===== src/rtl/xadc_mux_sequencer_pkg.sv =====
// Shared constants for the XADC external-mux sequencer.
// Covers the FSM state encoding, the default DRP result address and the result and mux widths.
package xadc_mux_sequencer_pkg;

  localparam logic [3:0] ST_IDLE      = 4'd0;
  localparam logic [3:0] ST_SELECT    = 4'd1;
  localparam logic [3:0] ST_SETTLE    = 4'd2;
  localparam logic [3:0] ST_CONVERT   = 4'd3;
  localparam logic [3:0] ST_WAIT_EOC  = 4'd4;
  localparam logic [3:0] ST_READ      = 4'd5;
  localparam logic [3:0] ST_WAIT_DRDY = 4'd6;
  localparam logic [3:0] ST_STORE     = 4'd7;
  localparam logic [3:0] ST_NEXT      = 4'd8;

  localparam logic [6:0] DRP_RESULT_ADDR_DEF = 7'h03;
  localparam int         RESULT_W            = 12;
  localparam int         MUX_W               = 4;

endpackage


===== src/rtl/xadc_next_ch.sv =====
// Combinational priority finder: lowest set mask bit strictly above cur_i.
// When wrap_i is set, it finds the lowest set bit overall.
module xadc_next_ch
  import xadc_mux_sequencer_pkg::*;
#(
  parameter int NUM_CH = 16,
  parameter int CH_W   = MUX_W
) (
  input  logic [NUM_CH-1:0] mask_i,
  input  logic [CH_W-1:0]   cur_i,
  input  logic              wrap_i,
  output logic [CH_W-1:0]   nxt_o,
  output logic              found_o
);

  // Scanning downwards lets the lowest qualifying bit win.
  always_comb begin
    nxt_o   = '0;
    found_o = 1'b0;
    for (int i = NUM_CH - 1; i >= 0; i--) begin
      if (mask_i[i] && (wrap_i || (i > int'(cur_i)))) begin
        nxt_o   = CH_W'(i);
        found_o = 1'b1;
      end
    end
  end

endmodule


===== src/rtl/xadc_mux_sequencer.sv =====
// Sweeps the external analog mux over a channel mask: select, settle, convert, DRP read, post result.
// One FSM; the sweep mask is latched per sweep so live mask edits apply to the next sweep only.
module xadc_mux_sequencer
  import xadc_mux_sequencer_pkg::*;
#(
  parameter int         NUM_CH          = 16,
  parameter int         TIMEOUT_CYCLES  = 4096,
  parameter logic [6:0] DRP_RESULT_ADDR = DRP_RESULT_ADDR_DEF,
  localparam int        CH_W            = $clog2(NUM_CH)
) (
  input  logic                S_AXI_ACLK,
  input  logic                S_AXI_ARESETN,
  input  logic                enable,
  input  logic                start,
  input  logic [NUM_CH-1:0]   ch_mask,
  input  logic [15:0]         settle_cycles,
  output logic [CH_W-1:0]     XADC_MUXADDR,
  output logic                conv_start,
  input  logic                eoc,
  output logic                drp_den,
  output logic [6:0]          drp_daddr,
  input  logic                drp_drdy,
  input  logic [15:0]         drp_do,
  output logic                result_valid,
  output logic [CH_W-1:0]     result_ch,
  output logic [RESULT_W-1:0] result_data,
  output logic                sweep_done,
  output logic                busy,
  output logic                err_timeout
);

  localparam int TO_W = $clog2(TIMEOUT_CYCLES) + 1;

  logic [3:0]          state_q, state_d;
  logic [CH_W-1:0]     ch_q, ch_d;
  logic [NUM_CH-1:0]   mask_q, mask_d;
  logic                oneshot_q, oneshot_d;
  logic [15:0]         settle_q, settle_d;
  logic [TO_W-1:0]     tcnt_q, tcnt_d;
  logic                err_q, err_d;
  logic                res_vld_q, res_vld_d;
  logic [CH_W-1:0]     res_ch_q, res_ch_d;
  logic [RESULT_W-1:0] res_data_q, res_data_d;
  logic                done_c;

  logic [CH_W-1:0]     live_ch, sweep_ch;
  logic                live_found, sweep_found;
  logic                unused_drp_lsb;

  assign unused_drp_lsb = ^drp_do[3:0];

  xadc_next_ch #(.NUM_CH(NUM_CH), .CH_W(CH_W)) u_live (
    .mask_i (ch_mask),
    .cur_i  ('0),
    .wrap_i (1'b1),
    .nxt_o  (live_ch),
    .found_o(live_found)
  );

  xadc_next_ch #(.NUM_CH(NUM_CH), .CH_W(CH_W)) u_sweep (
    .mask_i (mask_q),
    .cur_i  (ch_q),
    .wrap_i (1'b0),
    .nxt_o  (sweep_ch),
    .found_o(sweep_found)
  );

  always_comb begin
    state_d    = state_q;
    ch_d       = ch_q;
    mask_d     = mask_q;
    oneshot_d  = oneshot_q;
    settle_d   = settle_q;
    tcnt_d     = tcnt_q;
    err_d      = err_q;
    res_vld_d  = 1'b0;
    res_ch_d   = res_ch_q;
    res_data_d = res_data_q;
    done_c     = 1'b0;
    case (state_q)
      ST_IDLE: begin
        if (start) err_d = 1'b0;
        if ((start || enable) && live_found) begin
          mask_d    = ch_mask;
          ch_d      = live_ch;
          oneshot_d = start;
          state_d   = ST_SELECT;
        end
      end
      ST_SELECT: begin
        settle_d = settle_cycles;
        state_d  = (settle_cycles == 16'd0) ? ST_CONVERT : ST_SETTLE;
      end
      ST_SETTLE: begin
        if (settle_q <= 16'd1) state_d = ST_CONVERT;
        else                   settle_d = settle_q - 16'd1;
      end
      ST_CONVERT: begin
        tcnt_d  = '0;
        state_d = ST_WAIT_EOC;
      end
      ST_WAIT_EOC: begin
        if (eoc) begin
          state_d = ST_READ;
        end else if (tcnt_q == TO_W'(TIMEOUT_CYCLES - 1)) begin
          err_d   = 1'b1;
          state_d = ST_NEXT;
        end else begin
          tcnt_d = tcnt_q + 1'b1;
        end
      end
      ST_READ: begin
        tcnt_d  = '0;
        state_d = ST_WAIT_DRDY;
      end
      ST_WAIT_DRDY: begin
        if (drp_drdy) begin
          res_vld_d  = 1'b1;
          res_ch_d   = ch_q;
          res_data_d = drp_do[15:4];
          state_d    = ST_STORE;
        end else if (tcnt_q == TO_W'(TIMEOUT_CYCLES - 1)) begin
          err_d   = 1'b1;
          state_d = ST_NEXT;
        end else begin
          tcnt_d = tcnt_q + 1'b1;
        end
      end
      ST_STORE: state_d = ST_NEXT;
      ST_NEXT: begin
        // A single-shot sweep keeps going after enable drops; a continuous one stops here.
        if (sweep_found) begin
          if (enable || oneshot_q) begin
            ch_d    = sweep_ch;
            state_d = ST_SELECT;
          end else begin
            state_d = ST_IDLE;
          end
        end else begin
          done_c = 1'b1;
          if (enable && live_found) begin
            mask_d    = ch_mask;
            ch_d      = live_ch;
            oneshot_d = 1'b0;
            state_d   = ST_SELECT;
          end else begin
            state_d = ST_IDLE;
          end
        end
      end
      default: state_d = ST_IDLE;
    endcase
  end

  always_ff @(posedge S_AXI_ACLK or negedge S_AXI_ARESETN) begin
    if (!S_AXI_ARESETN) begin
      state_q    <= ST_IDLE;
      ch_q       <= '0;
      mask_q     <= '0;
      oneshot_q  <= 1'b0;
      settle_q   <= '0;
      tcnt_q     <= '0;
      err_q      <= 1'b0;
      res_vld_q  <= 1'b0;
      res_ch_q   <= '0;
      res_data_q <= '0;
    end else begin
      state_q    <= state_d;
      ch_q       <= ch_d;
      mask_q     <= mask_d;
      oneshot_q  <= oneshot_d;
      settle_q   <= settle_d;
      tcnt_q     <= tcnt_d;
      err_q      <= err_d;
      res_vld_q  <= res_vld_d;
      res_ch_q   <= res_ch_d;
      res_data_q <= res_data_d;
    end
  end

  assign XADC_MUXADDR = ch_q;
  assign conv_start   = (state_q == ST_CONVERT);
  assign drp_den      = (state_q == ST_READ);
  assign drp_daddr    = DRP_RESULT_ADDR;
  assign result_valid = res_vld_q;
  assign result_ch    = res_ch_q;
  assign result_data  = res_data_q;
  assign sweep_done   = done_c;
  assign busy         = (state_q != ST_IDLE);
  assign err_timeout  = err_q;

endmodule


===== config.mk =====
export PLATFORM = sky130hd
export DESIGN_NAME = xadc_mux_sequencer
export DESIGN_NICKNAME = d
export VERILOG_FILES = /design/src/rtl/xadc_mux_sequencer_pkg.sv /design/src/rtl/xadc_next_ch.sv /design/src/rtl/xadc_mux_sequencer.sv
export SDC_FILE = /design/constraint.sdc
export NUM_CORES = 1
export LEC_CHECK = 0
export CAP_MARGIN = 20
export CORE_MARGIN = 4
export CORE_UTILIZATION = 55
export DETAILED_ROUTE_END_ITERATION = 10
export DONT_BUFFER_PORTS = 1
export PLACE_DENSITY = 0.71
export SLEW_MARGIN = 20
export SYNTH_ARGS = -nofsm -noshare
export SYNTH_HDL_FRONTEND = slang
export SYNTH_SLANG_ARGS = --single-unit
export TNS_END_PERCENT = 50

===== constraint.sdc =====
create_clock -name S_AXI_ACLK -period 4.1 [get_ports S_AXI_ACLK]
set_input_delay 0.615 -clock S_AXI_ACLK [delete_from_list [all_inputs] [get_ports S_AXI_ACLK]]
set_output_delay 0.615 -clock S_AXI_ACLK [all_outputs]
set_load 0.01 [all_outputs]

# Word level (Yosys, flattened, before mapping)
# Index checks and enable logic that the tools add are counted.
# totals
register_bits,72
in_bits,54
output_inout_bits,33
elab_cells,181
# classes
addsub,2
n_lt_le_gt_ge,16
eq_ne,19
n_mux,100
reduce_logical,34
# op_table
operator,count
4-bit two-way mux,41
16-bit two-way mux,4
16-bit one-hot mux with 2 select lines,2
1-bit two-way mux,45
13-bit two-way mux,3
13-bit one-hot mux with 3 select lines,1
4-bit one-hot mux with 9 select lines,1
"4-bit greater-than comparator, first input constant",8
1-bit logical AND,17
"4-bit by 3-bit equality test with 1-bit output, second input constant",4
"3-bit by 4-bit greater-than comparator with 1-bit output, first input constant",4
"16-bit by 1-bit <= comparator with 1-bit output, second input constant",1
16-bit logical NOT,1
"2-bit inequality test, second input constant",8
"16-bit by 1-bit subtractor with 16-bit output, second input constant",1
"13-bit by 1-bit adder with 13-bit output, second input constant",1
"13-bit by 12-bit equality test with 1-bit output, second input constant",1
4-bit AND reduction,3
"4-bit by 2-bit equality test with 1-bit output, second input constant",2
"2-bit by 4-bit greater-than comparator with 1-bit output, first input constant",2
4-bit one-hot mux with 2 select lines,1
"3-bit inequality test, second input constant",2
2-bit AND reduction,3
3-bit nonzero test,2
other kinds (11),13

# Logic depth before layout (Yosys ltp)
# Gate-level depths: netlist of run 1.
# depth
word_depth,20
depth_mapped,9
mapped_depth_nobuf,8

# Cells and area by module
# A second synthesis of run 1 with hierarchy kept.
# hier_totals
hier_cells,556
area_unflattened_um2,4753.3
# modules_own_cells
mod,instances,cells_per_inst,area_each_um2,seq_area_each_um2
xadc_mux_sequencer,1,392,3717.3,1801.7
xadc_next_ch,2,82,518.0,0.0

# Worst setup path after synthesis of run 1
# Ideal clock, no wire load.
# synth_path
path_type,in2reg
start,input port ch_mask[0]
end,register mask_q[10]
setup_ns,0.125
t_arrival_ns,2.291
required_ns,3.975
setup_slack_ns,1.684
cell_stages,6
n_path_buf,1
path_cell_list,nor4_1 -> a41oi_1 -> nor2b_1 -> o21ai_2 -> buf_6 -> mux2_4
# synth_via
elab_chain_len,4
elab_cells_between_ends,6
cone_classes,eq/ne: 2; mux: 1; reduce/logical: 3
# synth_rtl
element,line_no,source
from (decl),xadc_mux_sequencer.sv:15,"input logic [NUM_CH-1:0] ch_mask,"
1-bit two-way mux (*),xadc_next_ch.sv:21,if (mask_i[i] && (wrap_i || (i > int'(cur_i)))) begin
"1-bit logical AND, on equally long branches","xadc_mux_sequencer.sv:141, xadc_mux_sequencer.sv:83",
2-bit inequality test (no line),-,
4-bit AND reduction (no line) (*),-,
to (signal assigned),xadc_mux_sequencer.sv:170,mask_q <= mask_d;
to (decl),xadc_mux_sequencer.sv:36,"logic [NUM_CH-1:0] mask_q, mask_d;"
# Every way passes the cells marked *; elsewhere a longest branch is shown, timed or not.
# A chain may end at the register's enable or synchronous reset.

# Final worst setup path of run 1
# layout_path
start,"register ch_q[1], in the netlist XADC_MUXADDR[1]"
end,output port sweep_done
# layout_via
elab_chain_len,19
elab_cells_between_ends,47
cone_classes,order compare: 15; mux: 17; reduce/logical: 15
# layout_rtl
element,line_no,source
from (decl),xadc_mux_sequencer.sv:35,"logic [CH_W-1:0] ch_q, ch_d;"
from (signal assigned),xadc_mux_sequencer.sv:169,ch_q <= ch_d;
4-bit greater-than comparator,xadc_next_ch.sv:21,
1-bit logical AND,xadc_next_ch.sv:21,
1-bit two-way mux (14 in series),xadc_next_ch.sv:21,
1-bit two-way mux (*),xadc_next_ch.sv:21,
1-bit two-way mux (*),xadc_mux_sequencer.sv:132,if (sweep_found) begin
1-bit two-way mux (*),xadc_mux_sequencer.sv:80,case (state_q)
to (decl),xadc_mux_sequencer.sv:27,"output logic sweep_done,"
# Marks and branches as above.

==> impl_metrics.tcl, run 1 <==
set metrics [dict create \
    gp_congestion 0.918 \
    layout_common_cells "dfrtp_1, nor2_1, o21ai_0" \
    endpoint_kind "primary output" \
    clockRootBuffer "clkbuf_8" \
    cap_violations 0 \
    diodes 0 \
    status "complete, no violations" \
    rsz0062_at_grt "no" \
    vdd_ir_drop_max_mv 0.391 \
    setup_violations 0 \
    fin_hold_ws_ps 138 \
    area_growth_pct 5.49 \
    drtIter0Drc 200 \
    die_h_um 97 \
    grt_pass1_vias 3340 \
    synth_top_area_share_pct 40.8 \
    synth_edf_count 0 \
    vias 3598 \
    required_ps 3480 \
    fin_skew_ps 13.7 \
    ctsHoldBuffers 1 \
    finalPower_mw 3.47 \
    synth_ff_type "dfrtp_1" \
    final_common_cell "dfrtp_1" \
    p_per_area_mw_per_mm2 756 \
    async_reset_ff_share_pct 100 \
    hold_viol 0 \
    yosys_warnings 0 \
    seq_area_mm2 0.00178 \
    power_frac_comb_pct 41.2 \
    dieArea_mm2 0.00941 \
    synth_area_leaders "dfrtp_1, mux2_2, o21ai_0, a21oi_1, nor2_1" \
    criticalPathCategory "reg -> out" \
    synth-seq-cells 71 \
    critPathArrivalTime_ps 2810 \
    grt_max_degree 72 \
    overflow 0 \
    p_sw_share_pct 43.1 \
    cts_sinks 71 \
    multi_input_area_mm2 0.00235 \
    clock_latency_ps 350 \
    clk_path_buf_depth 2 \
    synth_cell_types 66 \
    slew_headroom_pct 40.4 \
    power.switching_mw 1.50 \
    drc 0 \
    io_pins 87 \
    routed_wl_mm 10.5 \
    coreArea_mm2 0.00773 \
    period_needed_ps 3420 \
    cts_tree "yes" \
    syn_area_mm2 0.00436 \
    seqPwrFrac_pct 40.2 \
    wl_per_cell_um 18.4 \
    viasPerCell 6.30 \
    cts_setup_buffers 0 \
    grt_pass1_wl_mm 16.8 \
    fin_crit_sh_pct 83.4 \
    syn-mean-instance-area_um2 9.13 \
    initial_core_util_pct 56.4 \
    yosysTopAreaCell "dfrtp_1" \
    min_path_type "in -> async" \
    grt_usage_pct 21.6 \
    p_leak_nw 1.90 \
    grt_antenna_before_repair 0 \
    synth_cells 477 \
    internal_power_mw 1.98 \
    finalMaxSlewViolations 0 \
    pwr-share-clk_pct 18.7 \
    cts_inserted_buffers 9 \
    dp_hpwl_mm 7.44 \
    worst_pin_slew_ps 894 \
    startpoint_type "register" \
    cts.clk_slew.worst_paths_ps 90 \
    chipWidth_um 97 \
    ant_nets 0 \
    cts_max_level 3 \
    drive_gt1_share_pct 12.4 \
    drtPass1Iterations 5 \
    numPortBuffers 0 \
    crit_fanout 19 \
    max_freq_ghz 0.292 \
    n_fill_cell 665 \
    cts_resized 0 \
    setup_tns_ps 0 \
    rows 32 \
    synth-seq-area-share_pct 40.8 \
    nets 521 \
]
## critical path, stage by stage, from the launching register on
cell,delay (ps)
dfrtp_1,830
nor2_1,170
a21oi_1,290
nor4b_1,670
nand3_1,210
nor2_1,290
## per-layer routing
metal	track usage, %	part of all wire, %	routed length, um	vias to the layer above
li1	-	-	-	1733
met1	30.2	45	4740	1715
met2	31.8	44	4610	131
met3	6.85	8.9	930	19
met4	6.91	1.9	196	0
met5	0	0	0	-
## power groups by stage
stage,sequential [mW],clock (mW),combinational (mW)
2_1_floorplan,1.22,0,1.30
3_3_place_gp,1.39,0,1.35
3_5_place_dp,1.40,0,1.40
4_1_cts,1.39,0.662,1.42
5_1_grt,1.44,0.697,1.58
6_report,1.40,0.648,1.43
## logic make-up (layout without fill, tap and decap cells)
| kind of cell | count (synthesis) | after routing | synth area share [%] |
|---|---|---|---|
| XOR/XNOR | 6 | 6 | 1.21 |
| multiplexers | 37 | 37 | 10.1 |
| flip-flops | 71 | 71 | 40.8 |
| buffers and inverters | 51 | 38 | 5.74 |
| other | 2 | 7 | 0.172 |
| adder cells (fa/ha/maj) | 3 | 3 | 0.862 |
| AND/OR/NAND/NOR | 166 | 166 | 20.0 |
| AO/OA/AOI/OAI | 141 | 141 | 21.1 |
## worst paths after layout
| check | from | endpoint | slack (ps) | cells after the start |
|---|---|---|---|---|
| setup reg to reg | XADC_MUXADDR[3] | XADC_MUXADDR[0] | 1120 | 6 |
| max in group asynchronous | S_AXI_ARESETN | tcnt_q[8] | 3660 | 1 |
| hold / removal | S_AXI_ARESETN | settle_q[8] | 140 | 1 |
| min in group S_AXI_ACLK | ch_mask[12] | mask_q[12] | 410 | 1 |
| hold reg to reg | oneshot_q | oneshot_q | 500 | 1 |
| setup / recovery | XADC_MUXADDR[1] | sweep_done | 680 | 5 |
## state kept, by name, summed over array words and instances, names as in the netlist
register and flops:
XADC_MUXADDR 4, err_timeout 1, mask_q 15, oneshot_q 1, result_ch 4, result_data 12
result_valid 1, settle_q 16, state_q 4, tcnt_q 13
## through the flow
stage | setup WS, ps | area (um2) | cells | utilization, %
floorplan | 1680 | 4380 | 482 | -
global placement | 1130 | 4340 | 554 | 56.2
detailed placement | 1090 | 4340 | 554 | 56.2
CTS | 698 | 4600 | 571 | 59.5
global route | 481 | 4600 | 571 | 59.5
finish | 679 | 4600 | 571 | 59.5
## synthesized netlist by cell type, drive strengths merged (9+ instances only)
library cell / instances
nor4: 16
nand2: 33
nand2b: 12
nor2: 46
inv: 19
dfrtp: 71
o21ai: 39
mux2: 31
nand3: 11
clkbuf: 15
nor3: 9
buf: 17
a21oi: 35
## final cells by class
cell class                      count  share of cell area [%]
Clock buffer                        9                    2.70
Clock inverter                      7                    2.29
Inverter                           19                    1.55
Multi-Input combinational cell    360                    51.1
Sequential cell                    71                    38.7
Tap cell                          102                    2.78
Timing Repair Buffer                3                   0.926
(Power assumes the default switching activity.)
==> run 2, diff against run 1 <==
==> constraint.sdc (replaced) <==
create_clock -name S_AXI_ACLK -period 3.4 [get_ports S_AXI_ACLK]
set_input_delay 0.51 -clock S_AXI_ACLK [delete_from_list [all_inputs] [get_ports S_AXI_ACLK]]
set_output_delay 0.51 -clock S_AXI_ACLK [all_outputs]
set_load 0.01 [all_outputs]
==> run 2 against run 1 <==
Sequential power increased by 18%. First-iteration DRC count increased by 4.0%. Flip-flop and latch count unchanged. Register-to-register slack got worse by 720 ps. Global-route usage increased by 1.3 points. Critical endpoint unchanged. Non-clock buffer count increased by 8. Clock skew decreased by 6.3 ps. Power increased by 27%. Wire length increased by 0.39%. Largest cell class unchanged.
==> impl_metrics.tcl, run 2 (synthesized netlist as in run 1, its figures left out) <==
set metrics [dict create \
    final_common_cell "dfrtp_1" \
    gp_congestion 0.893 \
    rsz0062_at_grt "no" \
    grt_antenna_before_repair 0 \
    wl_per_cell_um 18.2 \
    cts_tree "yes" \
    internal_power_mw 2.61 \
    regMostFlops "settle_q" \
    cap_violations 0 \
    initial_core_util_pct 56.4 \
    finalPower_mw 4.40 \
    clock_latency_ps 350 \
    nets 529 \
    cpMaxStageDelayCell "dfrtp_1" \
    fin_area_mm2 0.00472 \
    p_per_area_mw_per_mm2 932 \
    finalMaxSlewViolations 0 \
    dp_hpwl_mm 7.61 \
    post-route-util_pct 61.1 \
    drtIter0Drc 208 \
    drc 0 \
    criticalPathCategory "reg -> out" \
    power.switching_mw 1.78 \
    cts_sinks 71 \
    fin_ws_ps 351 \
    io_pins 87 \
    clockRootBuffer "clkbuf_8" \
    routed_wl_mm 10.5 \
    cts.clk_slew.worst_paths_ps 80 \
    max_freq_ghz 0.328 \
    clk_path_buf_depth 2 \
    cts_resized 0 \
    drive_gt1_share_pct 13.8 \
    fin_skew_ps 7.34 \
    period_needed_ps 3050 \
    layout_common_cells "dfrtp_1, nor2_1, o21ai_0" \
    vdd_ir_drop_max_mv 0.460 \
    slowest_delay_ps 740 \
    worst_pin_slew_ps 1010 \
    min_path_type "in -> async" \
    largest_reg_flops 16 \
    startpoint_type "register" \
    endpoint_kind "primary output" \
    die_h_um 97 \
    placedInstanceArea_mm2 0.00440 \
    dp_slack_ps 491 \
    hold_viol 0 \
    critPathArrivalTime_ps 2540 \
    status "complete, no violations" \
    cts_inserted_buffers 9 \
    fin_cells 579 \
    grt_max_degree 72 \
    path_cells "buf_4, a2bb2oi_1, a21oi_1, nor4b_1, buf_4, nand3_1, nor2_1" \
    pwr-share-clk_pct 22.3 \
    cts_max_level 3 \
    overflow 0 \
    top_regs "settle_q x16, mask_q x15, tcnt_q x13" \
    diodes 0 \
    ant_nets 0 \
    path_common_cell "buf_4" \
    dieArea_mm2 0.00941 \
    slew_headroom_pct 32.9 \
    required_ps 2890 \
    area_growth_pct 8.30 \
    viasPerCell 6.37 \
    setup_tns_ps 0 \
    drtPass1Iterations 5 \
    crit_fanout 16 \
    numPortBuffers 0 \
    vias 3688 \
    grt_pass1_wl_mm 17.8 \
    p_sw_share_pct 40.5 \
    seqPwrFrac_pct 37.4 \
    coreArea_mm2 0.00773 \
    rows 32 \
    p_leak_nw 1.98 \
    chipWidth_um 97 \
    grt_usage_pct 22.8 \
    place_inst 562 \
    reg2reg_slack_ps 400 \
    power_frac_comb_pct 40.3 \
    setup_violations 0 \
    grt_pass1_vias 3562 \
    fin_hold_ws_ps 28.7 \
    fin_crit_sh_pct 89.7 \
]
## run 2: cell types whose count changed in the layout (fill, tap and decap cells not counted)
cell / delta
buf_4: +8
bufinv_16: +3
clkinv_4: -1
clkinvlp_4: -1
inv_8: -1
## run 2: what timing repair did
action | in CTS | in global routing
endpoints found under the hold margin | 71 | 0
hold buffers | 1 | 0
setup buffers | 0 | 0
## run 2: metal layers
layer,up-vias,GRT usage (%),wire length (um)
met3,11,6.85,885
met4,0,6.91,117
met5,-,0,0
met1,1805,31.8,4740
li1,1738,-,-
met2,134,34.4,4780
## run 2: final timing paths
path | start | end | cells past startpoint
setup / recovery | XADC_MUXADDR[3] | sweep_done | 7
hold / removal | S_AXI_ARESETN | settle_q[8] | 1
setup reg to reg | XADC_MUXADDR[3] | XADC_MUXADDR[0] | 7
hold reg to reg | oneshot_q | oneshot_q | 1
max in group asynchronous | S_AXI_ARESETN | result_data[9] | 1
min in group S_AXI_ACLK | ch_mask[10] | mask_q[10] | 1
## run 2: power by group through the flow
stage	sequential (mW)	clock, mW	combinational (mW)
2_1_floorplan	1.47	0	1.57
3_3_place_gp	1.64	0	1.67
3_5_place_dp	1.65	0	1.74
4_1_cts	1.64	0.987	1.76
5_1_grt	1.71	1.03	1.99
6_report	1.65	0.980	1.77
## run 2: final cells by class
type,instances,area (um2)
clock buffer,9,124
clock inverter,7,168
fill,636,3010
inverter,19,71.3
multi-input combinational,360,2350
sequential,71,1780
tap,102,128
timing repair buffer,11,103
## run 2: critical path, delay by kind of cell (launching register included)
kind                   cells  cell delay (ps)
DFF                        1              740
buffers and inverters      2              440
and+or+nand+nor            3              720
AOI/OAI and AO/OA          2              300
